--- src/rtl/fetch_unit_pkg.sv ---
// Shared constants and types for the IF stage: reset/exception PCs, fetch window, IF/ID payload.
package fetch_unit_pkg;

  localparam logic [31:0] RESET_PC   = 32'h0000_3000;
  localparam logic [31:0] EXC_VECTOR = 32'h0000_4180;
  localparam logic [31:0] IM_BASE    = 32'h0000_3000;
  localparam logic [31:0] IM_BYTES   = 32'h0000_2000;
  localparam logic [4:0]  EXC_ADEL   = 5'd4;
  localparam logic [31:0] NOP        = 32'h0000_0000;

  typedef struct packed {
    logic [31:0] instr;
    logic [31:0] pc;
    logic [31:0] pc8;
    logic        bd;
    logic        exc;
    logic [4:0]  exc_code;
  } if_id_t;

  localparam if_id_t IF_ID_BUBBLE = '{instr: NOP, pc: 32'h0, pc8: 32'h0, bd: 1'b0,
                                      exc: 1'b0, exc_code: 5'd0};

  // Window end is formed in 33 bits so a window touching 2^32 cannot wrap.
  function automatic logic fetch_fault(input logic [31:0] pc, input logic [31:0] base,
                                       input logic [31:0] bytes);
    logic [32:0] w_end;
    w_end = {1'b0, base} + {1'b0, bytes};
    return (pc[1:0] != 2'b00) || ({1'b0, pc} < {1'b0, base}) || ({1'b0, pc} >= w_end);
  endfunction

endpackage

--- src/rtl/fetch_unit_if.sv ---
// Control, instruction-memory and IF/ID bundle between the fetch unit and its neighbours.
interface fetch_unit_if;

  logic        stall;
  logic        br_take;
  logic [31:0] br_target;
  logic        id_is_jb;
  logic        exc_take;
  logic        eret_take;
  logic [31:0] epc;
  logic [10:0] imem_addr;
  logic [31:0] imem_rdata;
  logic [31:0] pc;
  logic [31:0] id_instr;
  logic [31:0] id_pc;
  logic [31:0] id_pc8;
  logic        id_bd;
  logic        id_exc;
  logic [4:0]  id_exc_code;

  modport master (
    output stall, br_take, br_target, id_is_jb, exc_take, eret_take, epc, imem_rdata,
    input  imem_addr, pc, id_instr, id_pc, id_pc8, id_bd, id_exc, id_exc_code
  );

  modport slave (
    input  stall, br_take, br_target, id_is_jb, exc_take, eret_take, epc, imem_rdata,
    output imem_addr, pc, id_instr, id_pc, id_pc8, id_bd, id_exc, id_exc_code
  );

endinterface

--- src/rtl/fetch_unit_if_id_reg.sv ---
// IF/ID pipeline latch: flush loads a bubble, hold keeps the current contents.
module fetch_unit_if_id_reg
  import fetch_unit_pkg::*;
(
  input  logic   i_clk,
  input  logic   i_reset,
  input  logic   i_flush,
  input  logic   i_hold,
  input  if_id_t i_d,
  output if_id_t o_q
);

  if_id_t r_q;

  always_ff @(posedge i_clk) begin
    if (!i_reset) begin
      r_q <= IF_ID_BUBBLE;
    end else if (i_flush) begin
      r_q <= IF_ID_BUBBLE;
    end else if (!i_hold) begin
      r_q <= i_d;
    end
  end

  assign o_q = r_q;

endmodule

--- src/rtl/fetch_unit.sv ---
// IF stage: PC register with redirect/exception priority mux, fetch-fault detection, IF/ID latch.
module fetch_unit
  import fetch_unit_pkg::*;
#(
  parameter logic [31:0] ResetPc   = RESET_PC,
  parameter logic [31:0] ExcVector = EXC_VECTOR,
  parameter logic [31:0] ImBase    = IM_BASE,
  parameter logic [31:0] ImBytes   = IM_BYTES
) (
  input logic          i_clk,
  input logic          i_reset,
  fetch_unit_if.slave  bus
);

  logic [31:0] r_pc;
  logic [31:0] w_pc_d;
  logic [31:0] w_pc_plus4;
  logic        w_fault;
  logic        w_flush;
  if_id_t      w_if_d;
  if_id_t      w_if_q;

  assign w_pc_plus4 = r_pc + 32'd4;
  assign w_fault    = fetch_fault(r_pc, ImBase, ImBytes);
  assign w_flush    = bus.exc_take || bus.eret_take;

  // A stalled ID stage has not resolved its branch yet, so stall outranks br_take.
  always_comb begin
    w_pc_d = w_pc_plus4;
    if (bus.exc_take) begin
      w_pc_d = ExcVector;
    end else if (bus.eret_take) begin
      w_pc_d = bus.epc;
    end else if (bus.stall) begin
      w_pc_d = r_pc;
    end else if (bus.br_take) begin
      w_pc_d = bus.br_target;
    end
  end

  always_ff @(posedge i_clk) begin
    if (!i_reset) begin
      r_pc <= ResetPc;
    end else begin
      r_pc <= w_pc_d;
    end
  end

  always_comb begin
    w_if_d          = IF_ID_BUBBLE;
    w_if_d.instr    = w_fault ? NOP : bus.imem_rdata;
    w_if_d.pc       = r_pc;
    w_if_d.pc8      = r_pc + 32'd8;
    w_if_d.bd       = bus.id_is_jb;
    w_if_d.exc      = w_fault;
    w_if_d.exc_code = w_fault ? EXC_ADEL : 5'd0;
  end

  fetch_unit_if_id_reg u_if_id (
    .i_clk   (i_clk),
    .i_reset (i_reset),
    .i_flush (w_flush),
    .i_hold  (bus.stall),
    .i_d     (w_if_d),
    .o_q     (w_if_q)
  );

  assign bus.imem_addr   = r_pc[12:2];
  assign bus.pc          = r_pc;
  assign bus.id_instr    = w_if_q.instr;
  assign bus.id_pc       = w_if_q.pc;
  assign bus.id_pc8      = w_if_q.pc8;
  assign bus.id_bd       = w_if_q.bd;
  assign bus.id_exc      = w_if_q.exc;
  assign bus.id_exc_code = w_if_q.exc_code;

endmodule

--- src/flat_wrapper.sv ---
// flat-port wrapper written by rule: the top's interface ports become plain ports
module fetch_unit_flat import fetch_unit_pkg::*;
#(
  parameter logic [31:0] ResetPc   = RESET_PC,
  parameter logic [31:0] ExcVector = EXC_VECTOR,
  parameter logic [31:0] ImBase    = IM_BASE,
  parameter logic [31:0] ImBytes   = IM_BYTES
)
  (i_clk, i_reset, bus_stall, bus_br_take, bus_br_target, bus_id_is_jb, bus_exc_take, bus_eret_take, bus_epc, bus_imem_rdata, bus_imem_addr, bus_pc, bus_id_instr, bus_id_pc, bus_id_pc8, bus_id_bd, bus_id_exc, bus_id_exc_code);
  fetch_unit_if bus_i ();
  input logic i_clk;
  input logic i_reset;
  input wire logic [$bits(bus_i.stall)-1:0] bus_stall;
  input wire logic [$bits(bus_i.br_take)-1:0] bus_br_take;
  input wire logic [$bits(bus_i.br_target)-1:0] bus_br_target;
  input wire logic [$bits(bus_i.id_is_jb)-1:0] bus_id_is_jb;
  input wire logic [$bits(bus_i.exc_take)-1:0] bus_exc_take;
  input wire logic [$bits(bus_i.eret_take)-1:0] bus_eret_take;
  input wire logic [$bits(bus_i.epc)-1:0] bus_epc;
  input wire logic [$bits(bus_i.imem_rdata)-1:0] bus_imem_rdata;
  output wire logic [$bits(bus_i.imem_addr)-1:0] bus_imem_addr;
  output wire logic [$bits(bus_i.pc)-1:0] bus_pc;
  output wire logic [$bits(bus_i.id_instr)-1:0] bus_id_instr;
  output wire logic [$bits(bus_i.id_pc)-1:0] bus_id_pc;
  output wire logic [$bits(bus_i.id_pc8)-1:0] bus_id_pc8;
  output wire logic [$bits(bus_i.id_bd)-1:0] bus_id_bd;
  output wire logic [$bits(bus_i.id_exc)-1:0] bus_id_exc;
  output wire logic [$bits(bus_i.id_exc_code)-1:0] bus_id_exc_code;
  assign bus_i.stall = bus_stall;
  assign bus_i.br_take = bus_br_take;
  assign bus_i.br_target = bus_br_target;
  assign bus_i.id_is_jb = bus_id_is_jb;
  assign bus_i.exc_take = bus_exc_take;
  assign bus_i.eret_take = bus_eret_take;
  assign bus_i.epc = bus_epc;
  assign bus_i.imem_rdata = bus_imem_rdata;
  assign bus_imem_addr = bus_i.imem_addr;
  assign bus_pc = bus_i.pc;
  assign bus_id_instr = bus_i.id_instr;
  assign bus_id_pc = bus_i.id_pc;
  assign bus_id_pc8 = bus_i.id_pc8;
  assign bus_id_bd = bus_i.id_bd;
  assign bus_id_exc = bus_i.id_exc;
  assign bus_id_exc_code = bus_i.id_exc_code;
  fetch_unit #(.ResetPc(ResetPc), .ExcVector(ExcVector), .ImBase(ImBase), .ImBytes(ImBytes)) u_core (.i_clk(i_clk), .i_reset(i_reset), .bus(bus_i));
endmodule
--- config.mk ---
export PLATFORM = sky130hd
export DESIGN_NAME = fetch_unit_flat
export DESIGN_NICKNAME = d
export VERILOG_FILES = /design/src/rtl/fetch_unit_pkg.sv /design/src/rtl/fetch_unit_if.sv /design/src/rtl/fetch_unit_if_id_reg.sv /design/src/rtl/fetch_unit.sv /design/src/flat_wrapper.sv
export SDC_FILE = /design/constraint.sdc
export NUM_CORES = 1
export LEC_CHECK = 0
export ABC_AREA = 1
export BUFFER_PORTS_ARGS = -buffer_cell sky130_fd_sc_hd__buf_2
export CORE_ASPECT_RATIO = 0.6
export CORE_MARGIN = 5
export CORE_UTILIZATION = 50
export CTS_CLUSTER_DIAMETER = 30
export CTS_CLUSTER_SIZE = 16
export DETAILED_ROUTE_END_ITERATION = 6
export PLACE_DENSITY = 0.83
export SLEW_MARGIN = 30
export SYNTH_ARGS = -nofsm -noshare
export SYNTH_HDL_FRONTEND = slang
export SYNTH_SLANG_ARGS = --single-unit
--- constraint.sdc ---
create_clock -name i_clk -period 1.7 [get_ports i_clk]
set_input_delay 0.255 -clock i_clk [delete_from_list [all_inputs] [get_ports i_clk]]
set_output_delay 0.255 -clock i_clk [all_outputs]
set_load 0.02 [all_outputs]
== After elaboration in Yosys (flattened, before gate mapping) ==
Cells that the tools add are included.

* Register bits after elaboration: 135
* Latch bits: 0
* RAM bits: 0
* Bits in read-only memories: 0
* Input bits: 103
* Memories kept: 0

* Add/subtract/negate cells: 2
* Multipliers: 0
* Divide/modulo/power cells: 0
* Order comparisons: 2
* Eq/ne operators: 2
* Shifts and indexed selects: 0
* Multiplexer cells: 6
* Bitwise logic cells: 1
* Reduce and logical (&&, ||, !) cells: 6

{| class="wikitable"
|+ Operators with widths
! cell !! count
|-
| 32-bit 2-to-1 mux || 4
|-
| 32-bit by 3-bit adder with 32-bit output, second input constant || 1
|-
| 32-bit by 4-bit adder with 32-bit output, second input constant || 1
|-
| 32-bit by 15-bit greater-or-equal comparator with 1-bit output, second input constant || 1
|-
| 32-bit by 14-bit less-than comparator with 1-bit output, second input constant || 1
|-
| 15-bit 2-to-1 mux || 1
|-
| 2-bit OR reduction || 2
|-
| 1-bit logical OR || 3
|-
| 3-bit 2-to-1 mux || 1
|-
| 3-bit by 1-bit != test with 1-bit output, second input constant || 1
|-
| 2-bit by 1-bit != test with 1-bit output, second input constant || 1
|-
| 2-bit nonzero test || 1
|-
| 1-bit inverter || 1
|}

== Logic depth before layout (Yosys ltp) ==
Gate-level depths: netlist (run 1).

* Depth after elaboration: 5
* Gate-level depth with buffers: 10
* Gate-level depth less buffers: 10

== Hierarchy ==
From an unflattened synthesis (run 1), not the netlist that was laid out.

* Cells, all modules: 1021
* Area, all modules: 7030.5 µm²

{| class="wikitable"
|+ By module, submodules not included
! module !! instances !! cells each !! area each (µm²)
|-
| fetch_unit_if_id_reg || 1 || 449 || 3588.4
|-
| fetch_unit || 1 || 572 || 3442.1
|}

== Least setup slack after synthesis (run 1) ==
OpenSTA, ideal clock, no wires.

* Path kind: flip-flop to flip-flop
* From: reg u_core.r_pc[4] (netlist: u_core.bus.pc[4])
* To: reg u_core.r_pc[13] (netlist: u_core.bus.pc[13])
* Library setup time: 125 ps
* Data arrival time: 1443 ps
* Required time: 1575 ps
* Path slack: 132 ps
* Cell stages (with the launch flop): 9
* Period minus slack after synthesis: 1568 ps
* Cells stage by stage: dfxtp_1 > ha_1 > nand2_1 > nor2_4 > nand2_2 > o21ai_0 > nand2_1 > o21ai_0 > nand3_1

* Word-level cells in the longest chain between the ends: 5

{| class="wikitable"
|+ Ends and longest elaborated chain
! element !! line !! source
|-
| start, declared || fetch_unit.sv:15 || <nowiki>logic [31:0] r_pc;</nowiki>
|-
| start signal, assigned || fetch_unit.sv:43 || <nowiki>r_pc <= ResetPc;</nowiki>
|-
| start signal, assigned || fetch_unit.sv:45 || <nowiki>r_pc <= w_pc_d;</nowiki>
|-
| 32-bit by 3-bit adder with 32-bit output || fetch_unit.sv:23 || <nowiki>assign w_pc_plus4 = r_pc + 32'd4;</nowiki>
|-
| 32-bit 2-to-1 mux || fetch_unit.sv:36 || <nowiki>end else if (bus.br_take) begin</nowiki>
|-
| 32-bit 2-to-1 mux || fetch_unit.sv:34 || <nowiki>end else if (bus.stall) begin</nowiki>
|-
| 32-bit 2-to-1 mux || fetch_unit.sv:32 || <nowiki>end else if (bus.eret_take) begin</nowiki>
|-
| 15-bit 2-to-1 mux || fetch_unit.sv:30 || <nowiki>if (bus.exc_take) begin</nowiki>
|}

No other way between the ends. The select of a mux whose other input is x is not followed.
A chain may end at the register's enable or synchronous reset.

==> results of run 1 <==
Yosys cell counts (all sizes together):
library cell / count / area (um2)
nor3: 11 / 60.1
o21ai: 49 / 245
or2: 1 / 6.26
nand2: 253 / 977
o31ai: 1 / 7.51
and3: 1 / 6.26
nand3: 52 / 260
nand4: 7 / 50.1
a21boi: 1 / 7.51
nor2: 127 / 582
a41oi: 3 / 26.3
a211oi: 6 / 45.0
a22o: 1 / 8.76
o211ai: 2 / 15.0
a21oi: 114 / 571
a31oi: 5 / 31.3
inv: 62 / 233
and2: 1 / 6.26
clkinv: 1 / 3.75
o211a: 2 / 20.0
buf: 78 / 542
xnor2: 2 / 17.5
a221oi: 23 / 201
dfxtp: 127 / 2540
xor2: 3 / 26.3
clkbuf: 20 / 75.1
ha: 3 / 37.5
conb: 1 / 3.75
layer usage:
metal | GRT usage | share of wire | wire length [um]
met1 | 0.382 | 0.41 | 9650
met2 | 0.437 | 0.44 | 10200
met3 | 0.0943 | 0.12 | 2830
met4 | 0.0845 | 0.023 | 532
met5 | 0 | 0.0015 | 34
area by class of cell:
type | count | area share
clock buffer | 18 | 0.0505
multi-input combinational | 672 | 0.380
tap | 170 | 0.0244
timing repair buffer | 304 | 0.203
inverter | 63 | 0.0272
sequential | 127 | 0.294
clock inverter | 14 | 0.0207
metrics by stage:
| step | total power (W) | cells | util |
|---|---|---|---|
| finish | 0.00791 | 1368 | 0.675 |
| global route | 0.00815 | 1368 | 0.675 |
| CTS | 0.00789 | 1364 | 0.664 |
| detailed placement | 0.00408 | 1332 | 0.616 |
| global placement | 0.00407 | 1332 | 0.616 |
| floorplan | 0.00375 | 960 | - |
cells in the final DEF, fill, tap and decap left out, types with 5 or more instances in the layout:
master	count
nand3_1	51
nand2_1	240
clkbuf_16	18
nand2_2	11
nor2_1	96
a211oi_1	6
buf_12	6
inv_1	56
nand4_1	6
dfxtp_1	113
nor3_1	10
nor2_4	17
a31oi_1	5
dfxtp_2	14
inv_2	7
buf_4	54
nor2_2	14
a21oi_1	113
buf_2	243
o21ai_0	46
a221oi_1	23
critical path: stages, from the launching register on:
cell and delay, ns:
dfxtp_1 0.33, nor2_1 0.25, nand3_1 0.21, nor2_1 0.15
nand2_1 0.10, nor2_4 0.20, clkbuf_16 0.21, nand2_1 0.05
a21oi_1 0.12
power by group through the flow:
stage / registers, W / clock network [W] / logic (W)
floorplan: 0.00318 / 0 / 0.000569
global placement: 0.00317 / 0 / 0.000898
detailed placement: 0.00317 / 0 / 0.000905
CTS: 0.00311 / 0.00387 / 0.000912
global route: 0.00312 / 0.00401 / 0.00101
finish: 0.00311 / 0.00386 / 0.000933
path summary, 6_finish.rpt:
path	start	end	cells after the start	slack, ns
min	bus_imem_rdata[9]	u_core.u_if_id.o_q[80]	3	0.08
max reg2reg	flip-flop	u_core.u_if_id.o_q[95]	8	-0.003
max	flip-flop	u_core.u_if_id.o_q[95]	8	-0.003
min reg2reg	u_core.u_if_id.o_q[80]	u_core.u_if_id.o_q[80]	2	0.46
registers in the layout, summed over array words and instances (netlist names), named ones only:
register,count
u_core.u_if_id.o_q,95
u_core.bus.pc,30
cells by family (layout without fill, tap and decap cells):
kind of cell | after synthesis | after routing | share of synthesized area
compound gates | 207 | 207 | 0.178
xor+xnor | 5 | 5 | 0.00663
flops | 127 | 127 | 0.385
simple gates | 453 | 453 | 0.295
buf+inv | 161 | 399 | 0.129
other cells | 1 | 4 | 0.000568
fa+ha+maj | 3 | 3 | 0.00568
repair_timing:
action                                  CTS  global route
pin swaps                                 0             6
setup buffers                             0             3
resized for setup                         1            39
endpoints found under the setup margin    3            36
gates cloned                              0             1
==> results.ini, run 1 <==
[die]
die_h_um = 99.0
die_w_um = 158
pin_count = 249
rows = 32
core_area_um2 = 12900
dieArea_um2 = 15700
start_util = 0.513

[power_and_ir_drop]
power.net_switching_w = 0.00214
p_seq_frac = 0.394
p_comb_frac = 0.118
clockPowerShare = 0.488
p_int_w = 0.00576
switching_share = 0.271
p_leak_nw = 3.92
power_density_nw_per_um2 = 908
vdd_drop_max_uv = 655

[setup_path]
cp.required_ns = 2.05
critPathMaxFanout = 16
cp-start-kind = flip-flop
path_class = flip-flop to flip-flop
arrival_ns = 2.05
cp-end-kind = flip-flop

[placed_design]
io_buffers = 244
place.gp.congestion = 0.985
dp_slack_ns = -0.00861
placed_area_um2 = 7940
dp_hpwl_um = 17300

[cts]
clk_pin_slew_ns = 0.07
cts_buffers = 17
cts_sinks = 127
clockBufferDepth = 2
cts_hold_buf = 0
cts_max_level = 4
cts_tree = built
clock_latency_ns = 0.42
cts_root_buf = clkbuf_16

[final_layout]
design_area_um2 = 8700
multi_input_comb_area_um2 = 3310
syn_to_final_growth_pct = 31.7
finalNetCount = 1291
seq_area_um2 = 2560
drive_gt1_frac = 0.341
diodes = 0
filler_cell_count = 1139

[synthesis]
ys_seq_area_frac = 0.385
synth.distinct_cells = 39
ys_warn_count = 0
syn_area_um2 = 6610
ys_ff_latch = 127
syn_inst = 957
synth_area_per_cell_um2 = 6.90

[global_route]
grt_usage = 0.285
grt_pass1_wl_um = 35600
first_global_vias = 6792
antenna_found_initial = 0
grt-ovfl-total = 0
grt_max_degree = 73

[sta]
finalWorstSetupSlack_ns = -0.00256
hold_slack_ns = 0.0817
fmax_mhz = 587
fin_skew_ns = 0.00816
finalHoldViolCount = 0
post-route-period-util = 1.00
period_needed_ns = 1.70
rsz0062_at_grt = false
setup_viol = 1
tns_ns = -0.00256
slew_viol_final = 0

[min_path]
hold_path.class = input port to flip-flop

[outcome]
status = complete, but fails checks
violations = negative setup slack

[route]
vias = 7415
drc = 0
avgViaCountPerCell = 5.42
ant_nets = 0
avgRoutedWirePerCell_um = 17.0
drt_iter0_drc = 749
wl_um = 23300
firstDrtPassIters = 6

[run]
drv_cap = 0

Power figures use the tool's default switching activity.
==> run 2, diff against run 1 <==
--- a/config.mk
+++ b/config.mk
@@ -13,7 +13,7 @@
 export CTS_CLUSTER_DIAMETER = 30
 export CTS_CLUSTER_SIZE = 16
 export DETAILED_ROUTE_END_ITERATION = 6
-export PLACE_DENSITY = 0.83
+export PLACE_DENSITY_LB_ADDON = 0.08
 export SLEW_MARGIN = 30
 export SYNTH_ARGS = -nofsm -noshare
 export SYNTH_HDL_FRONTEND = slang
==> run 2 against run 1 <==
  * Highest routed layer is now met4
  * Register-to-register slack improved by 0.06 ns
  * Cell count increased by 0.66%
  * Largest power group unchanged
  * Clock skew increased by 0.0032 ns
  * Routed wire length decreased by 2.5%
  * Critical path depth increased by 2
  * Worst setup slack improved by 0.063 ns
  * Sequential share of layout area decreased by 0.29 points
  * Die area unchanged
  * Sequential power about the same
  * Via count decreased by 2.1%
  * The flow now finishes without violations
==> results.ini, run 2 (synthesized netlist as in run 1, its figures left out) <==
[route]
wl_um = 22700
drc = 0
avgRoutedWirePerCell_um = 16.5
drt_iter0_drc = 559
avgViaCountPerCell = 5.27
ant_nets = 0
vias = 7258
firstDrtPassIters = 5

[global_route]
grt_max_degree = 83
grt_usage = 0.279
grt_pass1_wl_um = 34900
antenna_found_initial = 0
first_global_vias = 6707
grt-ovfl-total = 0

[sta]
tns_ns = 0
fmax_mhz = 610
hold_slack_ns = 0.0788
slew_viol_final = 0
finalWorstSetupSlack_ns = 0.0600
setup_viol = 0
fin_skew_ns = 0.0114
finalHoldViolCount = 0
post-route-period-util = 0.965
period_needed_ns = 1.64

[outcome]
status = finished clean

[final_layout]
syn_to_final_growth_pct = 32.8
largest_register_ffs = 95
finalNetCount = 1300
diodes = 0
drive_gt1_frac = 0.337
final_cells = 1377
filler_cell_count = 1170
final_common_cell = buf_2
final_cell_mix = buf_2, nand2_1, dfxtp_1, a21oi_1, nor2_1

[die]
rows = 32
start_util = 0.513
dieArea_um2 = 15700
core_area_um2 = 12900
pin_count = 249
die_w_um = 158
die_h_um = 99.0

[power_and_ir_drop]
power_density_nw_per_um2 = 932
vdd_drop_max_uv = 620
p_leak_nw = 3.99

[setup_path]
path_class = flip-flop to flip-flop
arrival_ns = 1.99
cp_common_cell = nand2_1
critPathMaxFanout = 5
worstReg2RegStart = u_core.bus.pc[3]
crit_chain = ha_1 -> inv_1 -> nor2_4 -> nand2_1 -> clkinv_1 -> nand2_1 -> nand2_1 -> nand2_1 -> nand2_1 -> a21oi_1
rr_endpoint = u_core.bus.pc[18]
cp-start-kind = flip-flop
max_stage_delay_ns = 0.34
rrSetupSlack_ns = 0.06
reg2reg_depth = 10
cp-end-kind = flip-flop
worst_path_max_delay_cell = dfxtp_2
cp.required_ns = 2.05

[cts]
cts_root_buf = clkbuf_16
cts_tree = built
cts_max_level = 4
cts_sinks = 127
clockBufferDepth = 2
clock_latency_ns = 0.42
clk_pin_slew_ns = 0.06
cts_buffers = 17

[min_path]
whs_path_depth = 3
hold_end = u_core.u_if_id.o_q[80]
hold_start = bus_imem_rdata[9]
hold_path.class = input port to flip-flop

[run]
drv_cap = 0

[placed_design]
io_buffers = 244
dp_slack_ns = 0.0384
dp_hpwl_um = 17000
dp_cells = 1337
place.gp.congestion = 0.965

[run 2: where the power goes]
group	leakage [nW]	internal (W)	switching, W	total [W]
Clock	0.323	0.00264	0.00150	0.00414
Combinational	2.64	0.000352	0.000576	0.000929
Sequential	1.03	0.00304	0.0000697	0.00311
Total	3.99	0.00603	0.00214	0.00817
[run 2: timing repair]
| action | 4_1_cts | 5_1_grt |
|---|---|---|
| endpoints found under the setup margin | 0 | 33 |
| setup buffers | 0 | 7 |
| hold buffers | 0 | 0 |
| resized for setup | 0 | 33 |
[run 2: final cells by class]
class	instances	area, um2	area share
multi-input combinational	672	3290	0.375
tap	170	213	0.0242
clock inverter	14	230	0.0262
sequential	127	2550	0.291
inverter	63	236	0.0270
timing repair buffer	313	1820	0.208
clock buffer	18	429	0.0489
[run 2: worst max path at each step]
stage                           startpoint                      to  depth (start not counted)  slack, ns
final                     u_core.bus.pc[3]       u_core.bus.pc[18]                         10       0.06
after global routing      u_core.bus.pc[3]       u_core.bus.pc[18]                         10      -0.02
after CTS                 u_core.bus.pc[3]  u_core.u_if_id.o_q[32]                         10       0.03
after detailed placement  u_core.bus.pc[3]       u_core.bus.pc[29]                          9       0.04
after global placement    u_core.bus.pc[3]  u_core.u_if_id.o_q[30]                         10       0.11
after floorplan           u_core.bus.pc[4]       u_core.bus.pc[13]                          8       0.13
[run 2: through the flow]
stage | util | area [um2] | power, W
floorplan | - | 6620 | 0.00375
global placement | 0.618 | 7960 | 0.00407
detailed placement | 0.618 | 7960 | 0.00408
CTS | 0.669 | 8620 | 0.00817
global route | 0.681 | 8770 | 0.00845
finish | 0.681 | 8770 | 0.00817
[run 2: worst max-delay path: cells and delay by family (launching register included)]
kind / cells / cell delay [ns]
fa+ha+maj: 1 / 0.21
simple gates: 6 / 0.51
compound gates: 1 / 0.12
flops: 1 / 0.34
buf+inv: 2 / 0.37
[run 2: metal layers]
metal | global-route usage | vias up | wire length, um
li1 | - | 3574 | -
met1 | 0.395 | 3377 | 10400
met2 | 0.431 | 276 | 10000
met3 | 0.0685 | 31 | 1980
met4 | 0.0609 | 0 | 325
met5 | 0 | - | 0
